--- src/rtl/conv_out_writer.sv ---
// conv_out_writer: capture/ack handshake storing conv pixels in a feature-map buffer.
// Build option CONV_WR_CHAN_ACC_EN: accumulate (saturating) across input channels.
module conv_out_writer #(
    parameter int DATA_WIDTH = 8,
    parameter int DEPTH      = 256
) (
    input  logic                  clk,
    input  logic                  rst_n,
    input  logic                  start,
    input  logic [7:0]            npix,
    input  logic [3:0]            chan,
    input  logic                  valid,
    input  logic                  done,
    input  logic [DATA_WIDTH-1:0] out_pixel,
    input  logic [7:0]            addr,
    output logic                  save_done,
    input  logic [7:0]            rd_addr,
    output logic [DATA_WIDTH-1:0] rd_data,
    output logic                  busy,
    output logic                  frame_done,
    output logic                  err
);

    typedef enum logic [2:0] {
        IDLE,
        CAPT,
        WRITE,
        ACK,
        WAITLOW
    } state_t;

    state_t                state;
    logic [DATA_WIDTH-1:0] mem [DEPTH];
    logic [DATA_WIDTH-1:0] px_q;
    logic [DATA_WIDTH-1:0] old_q;
    logic [DATA_WIDTH-1:0] wdata;
    logic [7:0]            addr_q;
    logic [7:0]            pix_cnt;
    logic [3:0]            chan_q;
    logic                  done_q;
    logic                  in_range;
    logic                  wr_en;
    logic                  unused_ok;

    assign in_range = (addr_q < npix) && (int'(addr_q) < DEPTH);
    assign wr_en    = (state == WRITE) && in_range;
    assign busy     = (state != IDLE);

`ifdef CONV_WR_CHAN_ACC_EN
    logic [DATA_WIDTH:0] sum;

    // One guard bit: overflow when the two top bits of the sum disagree.
    always_comb begin
        sum   = {old_q[DATA_WIDTH-1], old_q} + {px_q[DATA_WIDTH-1], px_q};
        wdata = sum[DATA_WIDTH-1:0];
        if (chan_q == 4'd0) begin
            wdata = px_q;
        end else if (sum[DATA_WIDTH] != sum[DATA_WIDTH-1]) begin
            wdata = sum[DATA_WIDTH] ? {1'b1, {(DATA_WIDTH-1){1'b0}}}
                                    : {1'b0, {(DATA_WIDTH-1){1'b1}}};
        end
    end

    assign unused_ok = ^pix_cnt;
`else
    assign wdata     = px_q;
    assign unused_ok = ^{pix_cnt, chan_q, old_q};
`endif

    always_ff @(posedge clk or negedge rst_n) begin
        if (!rst_n) begin
            state      <= IDLE;
            px_q       <= '0;
            addr_q     <= '0;
            chan_q     <= '0;
            done_q     <= 1'b0;
            old_q      <= '0;
            pix_cnt    <= '0;
            save_done  <= 1'b0;
            frame_done <= 1'b0;
            err        <= 1'b0;
        end else begin
            save_done <= 1'b0;
            unique case (state)
                IDLE: begin
                    if (start) begin
                        pix_cnt    <= '0;
                        frame_done <= 1'b0;
                        err        <= 1'b0;
                    end
                    if (valid || done) begin
                        px_q   <= out_pixel;
                        addr_q <= addr;
                        chan_q <= chan;
                        done_q <= done;
                        state  <= CAPT;
                    end
                end
                CAPT: begin
                    old_q <= mem[addr_q];
                    state <= WRITE;
                end
                WRITE: begin
                    if (in_range) begin
                        pix_cnt <= pix_cnt + 8'd1;
                    end else begin
                        err <= 1'b1;
                    end
                    // The final pixel is acknowledged by frame_done alone.
                    if (done_q) begin
                        frame_done <= 1'b1;
                        state      <= IDLE;
                    end else begin
                        save_done <= 1'b1;
                        state     <= ACK;
                    end
                end
                ACK: begin
                    state <= WAITLOW;
                end
                WAITLOW: begin
                    if (!valid) begin
                        state <= IDLE;
                    end
                end
                default: begin
                    state <= IDLE;
                end
            endcase
        end
    end

    always_ff @(posedge clk) begin
        if (wr_en) begin
            mem[addr_q] <= wdata;
        end
    end

    always_ff @(posedge clk or negedge rst_n) begin
        if (!rst_n) begin
            rd_data <= '0;
        end else begin
            rd_data <= mem[rd_addr];
        end
    end

endmodule

--- config.mk ---
export PLATFORM = sky130hd
export DESIGN_NAME = conv_out_writer
export DESIGN_NICKNAME = d
export VERILOG_FILES = /design/src/rtl/conv_out_writer.sv
export SDC_FILE = /design/constraint.sdc
export NUM_CORES = 2
export LEC_CHECK = 0
export CORE_UTILIZATION = 60
export DETAILED_ROUTE_END_ITERATION = 7
export PLACE_DENSITY = 0.8
export SETUP_SLACK_MARGIN = 0.4
export SLEW_MARGIN = 15
export SYNTH_ARGS = -nofsm -noshare
export SYNTH_HDL_FRONTEND = slang
export SYNTH_SLANG_ARGS = --single-unit
--- constraint.sdc ---
create_clock -name clk -period 4.5 [get_ports clk]
set_clock_uncertainty 0.15 [all_clocks]
set_input_delay 0.675 -clock clk [delete_from_list [all_inputs] [get_ports clk]]
set_output_delay 0.675 -clock clk [all_outputs]
set_load 0.01 [all_outputs]
==> impl_metrics.json <==
{
  "placed_area_sq_um": 86700,
  "vias_per_cell": 7.04,
  "drt_iter0_drc": 6537,
  "synth_top_area_frac": 0.755,
  "drive_gt1_frac": 0.279,
  "regToRegStartpoint": "addr_q[4]",
  "slew_headroom": 0.152,
  "required_ns": 4.88,
  "synth-async-reset-ratio": 0.0149,
  "final_nets": 4335,
  "synthFlopType": "edfxtp_1",
  "synth_edf_count": 2048,
  "setup-tns-final_ns": 0,
  "yosysSeqAreaShare": 0.764,
  "setup_violations": 0,
  "wl_met2_um": 97900,
  "clockBufferDepth": 3,
  "rsz0062_at_grt": "no",
  "fin_crit_sh": 0.841,
  "crit_end": "mem[156][3]",
  "hold_violations": 0,
  "p_sw_frac": 0.279,
  "cts_resized": 0,
  "fill_cells": 7624,
  "worst-setup-path-type": "reg2reg",
  "syn_area_sq_um": 81500,
  "fmax_mhz": 264,
  "worst_pin_slew_ns": 1.27,
  "syn_area_per_cell_sq_um": 21.0,
  "leakagePower_nw": 29.4,
  "layout-area-overhead-vs-synth_pct": 13.7,
  "yosysUniqueCellTypes": 58,
  "io_pins": 53,
  "cts_setup_buffers": 0,
  "dr.max_layer_used": "met5",
  "crit_start": "addr_q[4]",
  "grt_pass1_vias": 44000,
  "start_util": 0.608,
  "syn_nets": 3931,
  "drtPass1Iterations": 6,
  "antenna_found_initial": 6,
  "min_period_ns": 3.79,
  "die_w_um": 371,
  "pwr-share-clk": 0.325,
  "crit_fanout": 19,
  "status": "completed",
  "yosysTopAreaCell": "edfxtp_1",
  "hold_class": "in2reg",
  "dp.cells": 5858,
  "cts_buffers": 193,
  "rr_worst_depth": 8,
  "maxCapViolations": 0,
  "crit_arrival_ns": 4.17,
  "cts-htree-levels": 4,
  "n_antenna_cell": 0,
  "stdcell_area_sq_um": 92600,
  "drt_wl_total_um": 207000,
  "netlist_instances": 3883,
  "cts_tree": "yes",
  "grt_max_degree": 243,
  "postRouteAntennaNets": 0,
  "r2r_slack_ns": 0.71,
  "place.gp.congestion": 0.996,
  "synth_common_cells": "edfxtp_1 (2048), mux4_2 (431), nor3_1 (151)",
  "die-area_sq_um": 137000,
  "p_int_w": 0.0343,
  "power_frac_comb": 0.145,
  "m1WireLength_um": 71900,
  "holdWs_ns": 0.311,
  "root_buffer": "clkbuf_16",
  "multi_input_area_sq_um": 18000,
  "drv_slew": 0,
  "die_h_um": 371,
  "critPathCaptureType": "flip-flop",
  "insertion_delay_ns": 0.83,
  "vias": 43800,
  "port_buffers": 48,
  "path_clk_slew_ns": 0.06,
  "powerDensity_nw_per_um2": 514,
  "pwr-share-seq": 0.530,
  "cts_num_sinks": 2079,
  "r2r_end": "mem[156][3]",
  "core_area_sq_um": 134000,
  "grt_pass1_wl_um": 300000,
  "yosys_warnings": 0,
  "fin_cells": 6213,
  "routed-wl-met3_um": 25900,
  "ys_seq_elements": 2079,
  "drc": 0,
  "grt_use_total": 0.306,
  "peakVddDrop_uv": 1040,
  "synth.area.top_cells": "edfxtp_1 (75%), mux4_2 (12%), mux2i_1 (1.8%), nor4_1 (1.0%), dfrtp_1 (0.95%)",
  "p_sw_w": 0.0133,
  "avgRoutedWirePerCell_um": 33.3,
  "synth_most_common_cell": "edfxtp_1",
  "grt_overflow": 0,
  "cp-start-kind": "flip-flop",
  "seq_area_sq_um": 62300,
  "core.rowCount": 134,
  "dp_hpwl_um": 121000
}
layout make-up:
type                    instances  area share
clock buffers                 259      0.0559
inverters                      12    0.000486
well taps                    1768      0.0239
clock inverters                94     0.00777
repair buffers                481      0.0453
multi-input cells            1520       0.194
flip-flops and latches       2079       0.673
per-layer routing:
metal  track usage  up-vias
li1              -    17300
met1         0.410    22200
met2         0.475     3460
met3        0.0802      726
met4         0.142        8
met5             0        -
through the flow:
step / util / setup WS (ns) / power [W]
CTS: 0.690 / 0.713 / 0.0473
finish: 0.691 / 0.714 / 0.0476
global route: 0.691 / 0.622 / 0.0485
floorplan: - / 0.999 / 0.0288
detailed placement: 0.646 / 0.415 / 0.0321
global placement: 0.646 / 0.489 / 0.0318
registers in the layout, summed over array words and instances, names as in the netlist:
register    cells
frame_done      1
err             1
mem          2048
px_q            8
addr_q          8
rd_data         8
state           3
save_done       1
done_q          1
critical path, stage by stage (launching register included):
cell	delay [ns]
dfrtp_1	0.60
ha_1	0.30
a2111oi_0	0.43
o21ai_0	0.25
o21a_4	0.33
buf_4	0.31
buf_4	0.26
nor4_1	0.52
buf_4	0.29
cell usage in the layout (no fill, tap or decap), types with 12 or more instances in the layout:
master | netlist | final
or2_2 | 12 | 12
nor2_1 | 47 | 44
nand2_1 | 50 | 48
buf_4 | 30 | 397
a22oi_1 | 88 | 88
nor3_1 | 151 | 145
mux2_2 | 24 | 24
mux2i_1 | 150 | 150
nor4_1 | 134 | 72
clkbuf_1 | 127 | 59
buf_12 | 3 | 36
o22ai_1 | 39 | 39
edfxtp_1 | 2048 | 2048
a21oi_1 | 84 | 84
dfrtp_1 | 31 | 23
a211oi_1 | 26 | 26
clkbuf_16 | 0 | 196
o21ai_0 | 38 | 38
nor4_2 | 0 | 62
nand3_1 | 26 | 26
a221oi_1 | 23 | 23
o221ai_1 | 41 | 41
nand2b_1 | 15 | 14
clkinv_1 | 0 | 46
mux4_2 | 431 | 431
a22o_1 | 28 | 28
mux4_1 | 19 | 19
clkinv_2 | 0 | 28
clkdlybuf4s50_1 | 0 | 42
nor2b_1 | 16 | 13
worst min path at each step:
stage          slack (ns)        end  cells after the start          from
2_1_floorplan        0.23  addr_q[0]                      0         rst_n
3_3_place_gp         0.33   state[1]                      1      state[2]
3_5_place_dp         0.33   state[1]                      1      state[2]
4_1_cts              0.28  addr_q[5]                      2       addr[5]
5_1_grt              0.30    px_q[5]                      2  out_pixel[5]
6_report             0.31  addr_q[5]                      2       addr[5]
kinds of logic (layout without fill, tap and decap cells):
group,Yosys count,after routing,synth area share
adders and majority gates,7,7,0.00107
buffers and inverters,284,846,0.0210
DFF,2079,2079,0.764
muxes,624,624,0.147
and+or+nand+nor,476,476,0.0310
AOI/OAI and AO/OA,413,413,0.0357
power groups by stage:
stage | Sequential, W | Clock [W] | Combinational, W
3_5_place_dp | 0.0257 | 0 | 0.00645
5_1_grt | 0.0253 | 0.0162 | 0.00706
4_1_cts | 0.0253 | 0.0155 | 0.00652
3_3_place_gp | 0.0256 | 0 | 0.00613
2_1_floorplan | 0.0265 | 0 | 0.00227
6_report | 0.0252 | 0.0155 | 0.00690
repair_timing:
| item | CTS | global route |
|---|---|---|
| hold buffers | 1 | 0 |
| setup endpoints to repair | 0 | 0 |
| endpoints found under the hold margin | 31 | 0 |
(Power assumes the default switching activity.)
